`src/rtl/max_pool_1_mul_pipe.sv`:
```
// max_pool_1_mul_pipe
//   Pipelined multiply-add for the max-pool address datapath.
//   Computes din0*din1 + din2, or accumulates din0*din1 into an internal
//   register, and flags results that do not fit in DOUT_WIDTH.
// Ports:
//   ap_clk, ap_rst_n      clock, async active-low reset
//   ce                    clock enable; 0 freezes every register
//   in_valid              sample valid (qualified by ce)
//   din0, din1, din2      multiplicand, multiplier, addend
//   acc_en, acc_clr       accumulate select / restart accumulator from 0
//   out_valid, dout, ovf  result valid, truncated result, overflow flag
module max_pool_1_mul_pipe #(
  parameter int DIN0_WIDTH = 11,
  parameter int DIN1_WIDTH = 5,
  parameter int DOUT_WIDTH = 16,
  parameter int NUM_STAGE  = 3,
  parameter int SIGNED     = 0
) (
  input  logic                  ap_clk,
  input  logic                  ap_rst_n,
  input  logic                  ce,
  input  logic                  in_valid,
  input  logic [DIN0_WIDTH-1:0] din0,
  input  logic [DIN1_WIDTH-1:0] din1,
  input  logic [DOUT_WIDTH-1:0] din2,
  input  logic                  acc_en,
  input  logic                  acc_clr,
  output logic                  out_valid,
  output logic [DOUT_WIDTH-1:0] dout,
  output logic                  ovf
);
  localparam int P  = DIN0_WIDTH + DIN1_WIDTH;
  localparam int RW = ((P > DOUT_WIDTH) ? P : DOUT_WIDTH) + 1;

  typedef struct packed {
    logic                  v;
    logic                  acc_en;
    logic                  acc_clr;
    logic [P-1:0]          prod;
    logic [DOUT_WIDTH-1:0] c;
  } stage_t;

  logic [P-1:0] a_ext, b_ext;
  stage_t       s_in, s_fin;

  logic [DOUT_WIDTH-1:0] acc, base, res;
  logic [RW-1:0]         prod_w, base_w, res_w, r;

  // Operands extended to P bits: the P-bit wrapped product of the extended
  // operands is exact in both signed and unsigned modes.
  generate
    if (SIGNED != 0) begin : g_sext
      assign a_ext  = {{DIN1_WIDTH{din0[DIN0_WIDTH-1]}}, din0};
      assign b_ext  = {{DIN0_WIDTH{din1[DIN1_WIDTH-1]}}, din1};
      assign prod_w = {{(RW-P){s_fin.prod[P-1]}}, s_fin.prod};
      assign base_w = {{(RW-DOUT_WIDTH){base[DOUT_WIDTH-1]}}, base};
      assign res_w  = {{(RW-DOUT_WIDTH){res[DOUT_WIDTH-1]}}, res};
    end else begin : g_zext
      assign a_ext  = {{DIN1_WIDTH{1'b0}}, din0};
      assign b_ext  = {{DIN0_WIDTH{1'b0}}, din1};
      assign prod_w = {{(RW-P){1'b0}}, s_fin.prod};
      assign base_w = {{(RW-DOUT_WIDTH){1'b0}}, base};
      assign res_w  = {{(RW-DOUT_WIDTH){1'b0}}, res};
    end
  endgenerate

  // The product is formed up front; the remaining stages only delay it, which
  // is bit-exact with any distribution of the multiply across stages.
  always_comb begin
    s_in.v       = in_valid;
    s_in.acc_en  = acc_en;
    s_in.acc_clr = acc_clr;
    s_in.prod    = a_ext * b_ext;
    s_in.c       = din2;
  end

  generate
    if (NUM_STAGE == 1) begin : g_nopipe
      assign s_fin = s_in;
    end else begin : g_pipe
      stage_t pipe_q [NUM_STAGE-1];
      always_ff @(posedge ap_clk or negedge ap_rst_n) begin
        if (!ap_rst_n) begin
          for (int i = 0; i < NUM_STAGE-1; i++) pipe_q[i] <= '0;
        end else if (ce) begin
          pipe_q[0] <= s_in;
          for (int i = 1; i < NUM_STAGE-1; i++) pipe_q[i] <= pipe_q[i-1];
        end
      end
      assign s_fin = pipe_q[NUM_STAGE-2];
    end
  endgenerate

  // Final stage: acc is read here and written on the same edge, so
  // back-to-back accumulate samples chain without a gap.
  always_comb begin
    base = s_fin.acc_en ? (s_fin.acc_clr ? '0 : acc) : s_fin.c;
    r    = prod_w + base_w;
    res  = r[DOUT_WIDTH-1:0];
  end

  always_ff @(posedge ap_clk or negedge ap_rst_n) begin
    if (!ap_rst_n) begin
      out_valid <= 1'b0;
      dout      <= '0;
      ovf       <= 1'b0;
      acc       <= '0;
    end else if (ce) begin
      out_valid <= s_fin.v;
      if (s_fin.v) begin
        dout <= res;
        ovf  <= (r != res_w);
        if (s_fin.acc_en) acc <= res;
      end
    end
  end

endmodule

```
`config.mk`:
```
export PLATFORM = sky130hd
export DESIGN_NAME = max_pool_1_mul_pipe
export DESIGN_NICKNAME = d
export VERILOG_FILES = /design/src/rtl/max_pool_1_mul_pipe.sv
export SDC_FILE = /design/constraint.sdc
export NUM_CORES = 1
export LEC_CHECK = 0
export CORE_ASPECT_RATIO = 0.9
export CORE_UTILIZATION = 45
export DETAILED_ROUTE_END_ITERATION = 8
export PLACE_DENSITY = 0.77
export SKIP_CTS_REPAIR_TIMING = 1
export SYNTH_ARGS = -nofsm -noshare
export SYNTH_HDL_FRONTEND = slang
export SYNTH_SLANG_ARGS = --single-unit
```
`constraint.sdc`:
```
create_clock -name ap_clk -period 2.7 [get_ports ap_clk]
set_input_delay 0.54 -clock ap_clk [delete_from_list [all_inputs] [get_ports ap_clk]]
set_output_delay 0.54 -clock ap_clk [all_outputs]
set_load 0.05 [all_outputs]
```
==> results of run 1 <==
## kinds of logic (layout without fill, tap and decap cells)
kind of cell | after synthesis | after routing | synth area share, %
flops | 104 | 104 | 39.6
xor+xnor | 18 | 18 | 2.40
buf+inv | 88 | 209 | 5.12
simple gates | 203 | 203 | 14.7
fa+ha+maj | 68 | 68 | 16.1
mux | 50 | 50 | 8.53
compound gates | 139 | 139 | 13.5
## layout make-up
| cell class | count | share of cell area (%) |
|---|---|---|
| flip-flops and latches | 104 | 30.0 |
| inverters | 60 | 2.59 |
| repair buffers | 133 | 13.6 |
| well taps | 193 | 2.78 |
| multi-input cells | 478 | 47.7 |
| clock inverters | 5 | 0.519 |
| clock buffers | 11 | 2.91 |
## power by group through the flow
stage	clock network (mW)	logic (mW)	registers [mW]
2_1_floorplan	0	2.08	2.68
3_3_place_gp	0	3.51	2.36
3_5_place_dp	0	3.62	2.37
4_1_cts	1.32	3.64	2.35
5_1_grt	1.38	4.58	2.40
6_report	1.30	4.22	2.35
## cell usage in the layout (no fill, tap or decap), types with 5 or more instances in the layout
| cell type | synthesis | routed |
|---|---|---|
| sky130_fd_sc_hd__dfrtp_1 | 104 | 104 |
| sky130_fd_sc_hd__nand2_1 | 98 | 93 |
| sky130_fd_sc_hd__buf_4 | 0 | 73 |
| sky130_fd_sc_hd__o21ai_0 | 58 | 50 |
| sky130_fd_sc_hd__inv_1 | 60 | 48 |
| sky130_fd_sc_hd__mux2_2 | 48 | 44 |
| sky130_fd_sc_hd__clkdlybuf4s50_1 | 0 | 40 |
| sky130_fd_sc_hd__and2_1 | 42 | 26 |
| sky130_fd_sc_hd__fa_1 | 28 | 26 |
| sky130_fd_sc_hd__ha_1 | 40 | 26 |
| sky130_fd_sc_hd__and2_4 | 0 | 16 |
| sky130_fd_sc_hd__a21oi_1 | 27 | 16 |
| sky130_fd_sc_hd__nor2_1 | 17 | 14 |
| sky130_fd_sc_hd__a21o_1 | 14 | 14 |
| sky130_fd_sc_hd__inv_2 | 0 | 12 |
| sky130_fd_sc_hd__ha_4 | 0 | 12 |
| sky130_fd_sc_hd__a21oi_2 | 2 | 11 |
| sky130_fd_sc_hd__nand3_1 | 12 | 11 |
| sky130_fd_sc_hd__xnor2_1 | 12 | 10 |
| sky130_fd_sc_hd__clkbuf_16 | 0 | 10 |
| sky130_fd_sc_hd__buf_6 | 0 | 9 |
| sky130_fd_sc_hd__nor3_1 | 10 | 7 |
| sky130_fd_sc_hd__or3_1 | 6 | 6 |
| sky130_fd_sc_hd__o21ai_1 | 2 | 5 |
| sky130_fd_sc_hd__xor2_1 | 6 | 5 |
## worst max-delay path, cell delays in order
cell and delay [ns]:
sky130_fd_sc_hd__buf_2 0.12, sky130_fd_sc_hd__and2_4 0.16, sky130_fd_sc_hd__fa_1 0.49, sky130_fd_sc_hd__fa_1 0.57, sky130_fd_sc_hd__inv_2 0.05, sky130_fd_sc_hd__fa_1 0.52, sky130_fd_sc_hd__inv_1 0.06, sky130_fd_sc_hd__ha_4 0.26
sky130_fd_sc_hd__a21o_1 0.19, sky130_fd_sc_hd__a221oi_2 0.20, sky130_fd_sc_hd__a21boi_2 0.19, sky130_fd_sc_hd__xnor2_1 0.09, sky130_fd_sc_hd__mux2_4 0.26
## flip-flops by register name, indices dropped and copies added, names as in the netlist
register and flops:
g_pipe.pipe_q 70, acc 16, dout 16, out_valid 1
ovf 1
## worst max-delay path by stage
stage,startpoint,to,slack [ns],cells past startpoint
2_1_floorplan,din1[2],g_pipe.pipe_q[65],-1.10,14
3_3_place_gp,din1[3],g_pipe.pipe_q[65],-1.66,14
3_5_place_dp,din1[3],g_pipe.pipe_q[60],-1.82,13
4_1_cts,din1[3],g_pipe.pipe_q[60],-1.44,13
5_1_grt,din1[3],g_pipe.pipe_q[65],-0.87,14
6_report,din0[6],g_pipe.pipe_q[65],-0.79,13
## routing by layer
metal  vias to the layer above  track usage [%]  part of all wire (%)
li1                       2525                -                     -
met1                      2558             30.7                    48
met2                       133             34.2                    47
met3                        18             3.53                   4.4
met4                         0             4.78                   1.1
met5                         -                0                     0
==> results.txt, run 1 <==
- Setup-violating endpoint count in the final report: 11
- Ratio of final minimum period to clock period: 129%
- Summing all multi-input logic gate instances after layout gives ~4100 um2.
- After filler insertion, the fill cell instance count of the layout stands at about 1100.
* Kind of path behind the tightest hold check: in2async
- Cells fill just over 60% of the core in the end.
- Setup slack, reg-to-reg: approximately 0.10 ns
- The design draws approximately 7.9 mW.
- Synth cell types: a little over 50
* TritonCTS clock tree: yes
- The die is between 100 and 150 um wide.
- Relative contribution of combinational cells to total power: about 54%
- Maxcap violations: 0
- The total area inside the core boundary comes to 14200 um2.
- Counting tap cells, the placed design contains a total of 953 instances.
* Count of flip-flops with a built-in enable after synthesis: 0
* Leak pwr: between 4 and 5 nW
* Vias after detailed routing: around 5200
- Tightest slew margin relative to the limit: 50.5%
* Drt via density: about 5.3
- In the post-route analysis, the smallest setup slack over all paths is -0.786 ns.
- Post-layout minimum cycle time: roughly 3.5 ns
- Synth-to-Final Area Change: 32.1%
- Clock share of power: 16.5%
* Syn Area/Cell: between 9 and 10 um2
- In this run the biggest area consumer among cell types represents ~40% of the synthesized area.
- The number of clock buffers added by TritonCTS is 9.
* Flop pwr share: 29.9%
- Adding up every negative setup slack in the final design gives -6.67 ns.
* Synth area leader: sky130_fd_sc_hd__dfrtp_1
- Critical path start-end classification: in2reg
* GPL Wtd Cong: approximately 0.89
- Synthesis handed over a netlist of 670 instances.
- Total detailed-routing wirelength: 15700 um
- For this configuration, the core starts out at a cell density of between 40% and 50%.
- The number of global-route vias before repair is between 5000 and 6000.
- 0 antenna diodes ended up in the layout.
- Worst slack at placement: -1.82 ns
* Final worst clock skew: 0.00780 ns
- The longest clock path from root to sink contains 2 buffers.
- Number of antenna violations at the first check in global routing: 0
* Synth async-reset ratio: 100%
* Largest vdd supply drop: 0.467 mV
- Data required time of the worst path: 2.93 ns
- The number of max-slew violations in the final report came to 0.
- After detailed routing, the average wire length per cell comes to 16.0 um.
- I/O pin cnt: 56
- The tightest hold path in the finished design has a slack of approximately 0.17 ns.
- For this run the aggregate overflow at the end of global routing stands at 0.
- Crit Reg-Reg Startpoint: g_pipe.pipe_q[33]
- At the pin with the least slew margin, the transition time is ~0.74 ns.
- The number of cells on the worst reg-to-reg path is 13.
- Clock-pin transition on the worst setup and hold timing paths: about 0.070 ns
- Sorting the synthesized cells by area gives the leading types as sky130_fd_sc_hd__dfrtp_1 (40%), sky130_fd_sc_hd__fa_1 (8.5%), sky130_fd_sc_hd__mux2_2 (8.2%).
* Most used flip-flop cell after synthesis: sky130_fd_sc_hd__dfrtp_1
- Max Clk Rate: ~0.29 GHz
- The later pin in the worst-skew pair is clocked with a latency of about 0.35 ns.
* Storage element area: between 2000 and 3000 um2
* Total half-perimeter wirelength after legalization and detailed placement: around 12000 um
* Type of origin of the critical path: input pin
* Most numerous cell in the Yosys netlist: sky130_fd_sc_hd__dfrtp_1
* Status: complete, but fails checks
- Level count of the clock H-tree: 3
* Synthesized net count: 776
- The final reports fail on setup timing.
* Final antenna-violating net count: 0
* Fraction of power spent switching nets: between 40% and 50%
* Clk sinks: around 100
* Pin count of the biggest net entering global routing: 75
- Arrival time reported for the critical path endpoint: ~3.7 ns
- For this design the ratio of total power to cell area is 906 nW/um2.
* RSZ-0062 raised after global routing: true
- Cell internal power was estimated by the tool at 4.63 mW.
- Post-synthesis sequential area ratio: approximately two fifths
* Fraction of layout instances using a drive strength above 1: a little under a third
- Total of buffers placed on input and output ports: between 50 and 60
- The die covers between 15000 and 20000 um2.
* Global-route wire length before repair: about 25000 um
- Net switching power: roughly 3.2 mW
- Drt initial violations: 401
- CP Capture Type: register
* Final Hold Viols: 0
- DRC viols: 0
* Overall Global Routing Usage: between 20 and 25%
- In this run the clock root is driven by a sky130_fd_sc_hd__clkbuf_16.
* Number of synthesized register bits: approximately 100
* Terminus of the critical flop-to-flop path: dout[13]
* Standard cell area after detailed placement: ~7900 um2
- After synthesis the cells add up to around 6600 um2.
- YS warnings: 0
* Commonest cells post-synth: sky130_fd_sc_hd__dfrtp_1 (104), sky130_fd_sc_hd__nand2_1 (98), sky130_fd_sc_hd__inv_1 (60), sky130_fd_sc_hd__o21ai_0 (58), sky130_fd_sc_hd__mux2_2 (48)
* Fin area: between 8000 and 9000 um2
- The floorplan has 41 rows.
- The floorplan step set the die height to 117 um.
* Number of nets in the final layout: 892
* Detailed-routing iteration count for the pre-antenna-repair pass: 6
* Post-route insts no fill: just under 1000
* Critical path peak fanout: 4
No activity file was read; power rests on OpenSTA's default activity.
==> run 2, diff against run 1 <==
- ABC_AREA: default -> 1
==> run 2 against run 1 <==
Effect of this change: the run still ends with setup timing left; critical path depth rose by 6; fmax rose by 8.2%; non-clock buffer count fell by 27.
==> results.txt, run 2 <==
- The flow ran to the end, but the final reports show violations.
- Violations in the final reports: setup timing
* Post-route total power: 7.05 mW (-10%)
- The per-cell via count in the routed design was 4.85 (-8.8%).
- Number of antenna violations at the first check in global routing: 0 (unchanged)
- I/O pin cnt: 56 (unchanged)
- Smallest hold slack: 0.134 ns (-0.0390 ns)
* Most numerous cell in the Yosys netlist: sky130_fd_sc_hd__nand2_1
- Total half-perimeter wirelength after legalization and detailed placement: 11600 um (-0.22%)
- Critical path start-end classification: in2reg
- The register with the most flip-flops in the final layout is g_pipe.pipe_q.
- The final core utilization came to 58.2% (-3.1 points).
- The final total negative setup slack is -4.70 ns (+1.96 ns).
- The maximum number of buffers from clock root to sink was 2 (unchanged).
- Commonest cells post-synth: sky130_fd_sc_hd__nand2_1 (366), sky130_fd_sc_hd__inv_1 (162), sky130_fd_sc_hd__dfrtp_1 (104), sky130_fd_sc_hd__o21ai_0 (55), sky130_fd_sc_hd__nand3_1 (53)
- Setup-violating endpoint count in the final report: 12 (+1)
- The die width was 133 um (+3.1%).
- The largest registers in the layout are g_pipe.pipe_q x70, acc x16, dout x16.
- Synth async-reset ratio: 100% (unchanged)
- Commonest cells after routing, fill and taps aside: sky130_fd_sc_hd__nand2_1 (341), sky130_fd_sc_hd__inv_1 (144), sky130_fd_sc_hd__dfrtp_1 (104)
- The tree is rooted in a sky130_fd_sc_hd__clkbuf_16.
- The standard cell core area came to 14900 um2 (+5.4%).
* Final antenna-violating net count: 0 (unchanged)
- Synth cell types: 35 (-31%)
- Path depth of the worst reg2reg path: 12 (-1)
- Total of buffers placed on input and output ports: 55 (unchanged)
- Most common cell after layout, fill and taps aside: sky130_fd_sc_hd__nand2_1
- DRC viols: 0 (unchanged)
- The worst setup path is captured at a register.
- Adder and majority gate portion of the synthesized area: 15.2% (-0.96 points)
- YS warnings: 0 (unchanged)
* Fin area: 8690 um2 (+0.10%)
* Setup slack, reg-to-reg: 0.14 ns (+0.04 ns)
* Maxcap violations: 0 (unchanged)
- XOR/XNOR Fraction of Synth Area: 0.878% (-1.5 points)
- The fraction of post-synthesis cell area in the top cell type by area is 37.3% (-2.3 points).
- The fraction of the mapped netlist area in simple logic gates is 29.6% (+15 points).
- Data required time of the worst path: 2.93 ns (about the same)
* Number of synthesized register bits: 104 (unchanged)
- The number of global-route vias before repair was 5767 (+12%).
- The clock latency reported for the late side of the worst-skew pair was 0.35 ns (about the same).
- Fraction of layout instances using a drive strength above 1: 18.0% (-14 points)
* Final worst clock skew: 0.00653 ns (-0.00127 ns)
- Multiplexer share of the synthesized area: 0% (-8.5 points)
* Synthesized net count: 1049 (+35%)
- The antenna diode count was 0 (unchanged).
* Terminus of the critical flop-to-flop path: dout[13]
- The aggregate routed wire length was 15400 um (-2.1%).
* Pin count of the biggest net entering global routing: 51 (-32%)
- Met3 layer usage reported by global route: 4.19% (+0.67 points)
- The worst register-to-register path begins at g_pipe.pipe_q[33].
* Effective utilization at floorplan: 46.8% (+0.39 points)
* Number of nets in the final layout: 1137 (+27%)
* Level count of the clock H-tree: 3 (unchanged)
- Final-report max-slew violation count: 0 (unchanged)
- TritonCTS built the clock tree.
- Pwr per Cell Area: 811 nW/um2 (-11%)
* Detailed-routing iteration count for the pre-antenna-repair pass: 5 (-1)
- Number of buffers created by CTS: 9 (unchanged)
- The largest vdd supply drop was 0.619 mV (+33%).
- The number of cells in the design after placement was 1214 (+27%).
* Drt initial violations: 384 (-4.2%)
- The reported leakage power was 4.85 nW (+20%).
- The overall via count from detail_route is 5988 (+14%).
- Worst slack at placement: -1.32 ns (+0.502 ns)
* Post-synthesis sequential area ratio: 37.3% (-2.3 points)
* Syn Area/Cell: 7.41 um2 (-24%)
- Clock-pin transition on the worst setup and hold timing paths: 0.07 ns (about the same)
* Standard-cell row count: 42 (+2.4%)
- Most used flip-flop cell after synthesis: sky130_fd_sc_hd__dfrtp_1
* Die Ht: 120 um (+3.1%)
* Kind of path behind the tightest hold check: in2async
- Dominant combinational cell family by area after synthesis: simple AND/OR/NAND/NOR gates
- Number of flip-flops in the largest register: 70 (unchanged)
* Post-Syn Instances: 943 (+41%)
- Max Clk Rate: 0.310 GHz (+8.2%)
* Type of origin of the critical path: input pin
* Met2 global-route usage: 31.6% (-2.6 points)
- Met1 layer usage reported by global route: 30.7% (-0.050 points)
- The die footprint came to 16000 um2 (+6.2%).
- Remaining global-route overflow: 0 (unchanged)
- The global-route total usage across every layer is 20.8% (-0.63 points).
* Final setup slack of the worst path: -0.523 ns (+0.263 ns)
- Crit path from: din1[3]
- In the post-synthesis netlist, the biggest area contributors are sky130_fd_sc_hd__dfrtp_1 (37%), sky130_fd_sc_hd__nand2_1 (20%), sky130_fd_sc_hd__inv_1 (8.7%).
* Actual transition at the worst max-transition pin: 0.687 ns (-0.0550 ns)
- Standard cell area after detailed placement: 8140 um2 (+3.6%)
- Synth area leader: sky130_fd_sc_hd__dfrtp_1
* Post-route insts no fill: 1234 (+25%)
- Clk sinks: 104 (unchanged)
- The summed instance area of the synthesized netlist is 6990 um2 (+6.3%).
- After global routing, the most crowded layer is met2.
* Ratio of final minimum period to clock period: 119% (-9.7 points)
* Critical path peak fanout: 6 (+2)
* Routed len/inst: 12.5 um (-22%)
* Tightest slew margin relative to the limit: 54.2% (+3.7 points)
- Count of flip-flops with a built-in enable after synthesis: 0 (unchanged)
* Synthesized-area fraction occupied by ao, oa, aoi and oai cells: 6.27% (-7.2 points)
- Final Hold Viols: 0 (unchanged)
* Post-layout minimum cycle time: 3.22 ns (-0.263 ns)
- GPL Wtd Cong: 0.909 (+2.5%)
- Synth-to-Final Area Change: 24.4%
- The worst endpoint data arrival time is 3.45 ns (-0.27 ns).
- Global-route wire length before repair: 26600 um (+6.3%)
- RSZ-0062 raised after global routing: true
[run 2: cell count changes after synthesis, moves of 13 or more]
cell | previous run | this run
sky130_fd_sc_hd__nand2_1 | 98 | 366
sky130_fd_sc_hd__a21oi_1 | 27 | 14
sky130_fd_sc_hd__a21o_1 | 14 | 1
sky130_fd_sc_hd__inv_1 | 60 | 162
sky130_fd_sc_hd__and2_1 | 42 | 0
sky130_fd_sc_hd__mux2_2 | 48 | 0
sky130_fd_sc_hd__nand3_1 | 12 | 53
[run 2: cell type report]
type                       count  area (um2)
clock buffer                   9         225
multi-input combinational    642        3960
tap                          198         248
timing repair buffer         106         957
sequential                   104        2600
inverter                     168         631
fill                        1360        6230
clock inverter                 7        70.1
[run 2: kinds of logic after synthesis]
group / after synthesis
adder cells (fa/ha/maj): 68
AO/OA/AOI/OAI: 83
AND/OR/NAND/NOR: 484
flip-flops: 104
XOR/XNOR: 7
buffers and inverters: 197
[run 2: worst max path at each step]
stage | endpoint | slack, ns | cells after the start
after floorplan | g_pipe.pipe_q[66] | -0.56 | 18
after global placement | g_pipe.pipe_q[63] | -1.25 | 14
after detailed placement | g_pipe.pipe_q[63] | -1.32 | 17
after CTS | g_pipe.pipe_q[63] | -0.94 | 17
after global routing | g_pipe.pipe_q[63] | -0.66 | 19
final | g_pipe.pipe_q[63] | -0.52 | 19
[run 2: layer usage]
metal / vias up / part of all wire [%]
li1: 3041 / -
met1: 2821 / 50
met2: 112 / 45
met3: 14 / 4.2
met4: 0 / 1.0
met5: - / 0
[run 2: report_power, final]
group | total [mW] | leakage [nW] | switching, mW | internal (mW)
Combinational | 3.52 | 3.41 | 2.13 | 1.38
Sequential | 2.24 | 1.29 | 0.242 | 2.00
Clock | 1.29 | 0.146 | 0.571 | 0.718
[run 2: worst max-delay path: stages]
cell and delay (ns):
sky130_fd_sc_hd__buf_8 0.10, sky130_fd_sc_hd__buf_8 0.13, sky130_fd_sc_hd__nand2_4 0.05, sky130_fd_sc_hd__inv_2 0.04
sky130_fd_sc_hd__fa_1 0.48, sky130_fd_sc_hd__fa_1 0.54, sky130_fd_sc_hd__inv_2 0.04, sky130_fd_sc_hd__fa_1 0.54
sky130_fd_sc_hd__inv_2 0.05, sky130_fd_sc_hd__ha_4 0.30, sky130_fd_sc_hd__nand2_4 0.08, sky130_fd_sc_hd__inv_2 0.06
sky130_fd_sc_hd__nand2_1 0.06, sky130_fd_sc_hd__nand2_1 0.07, sky130_fd_sc_hd__nand2_1 0.07, sky130_fd_sc_hd__nand3_1 0.08
sky130_fd_sc_hd__nand2_1 0.06, sky130_fd_sc_hd__nand3_1 0.07, sky130_fd_sc_hd__o21ai_0 0.08
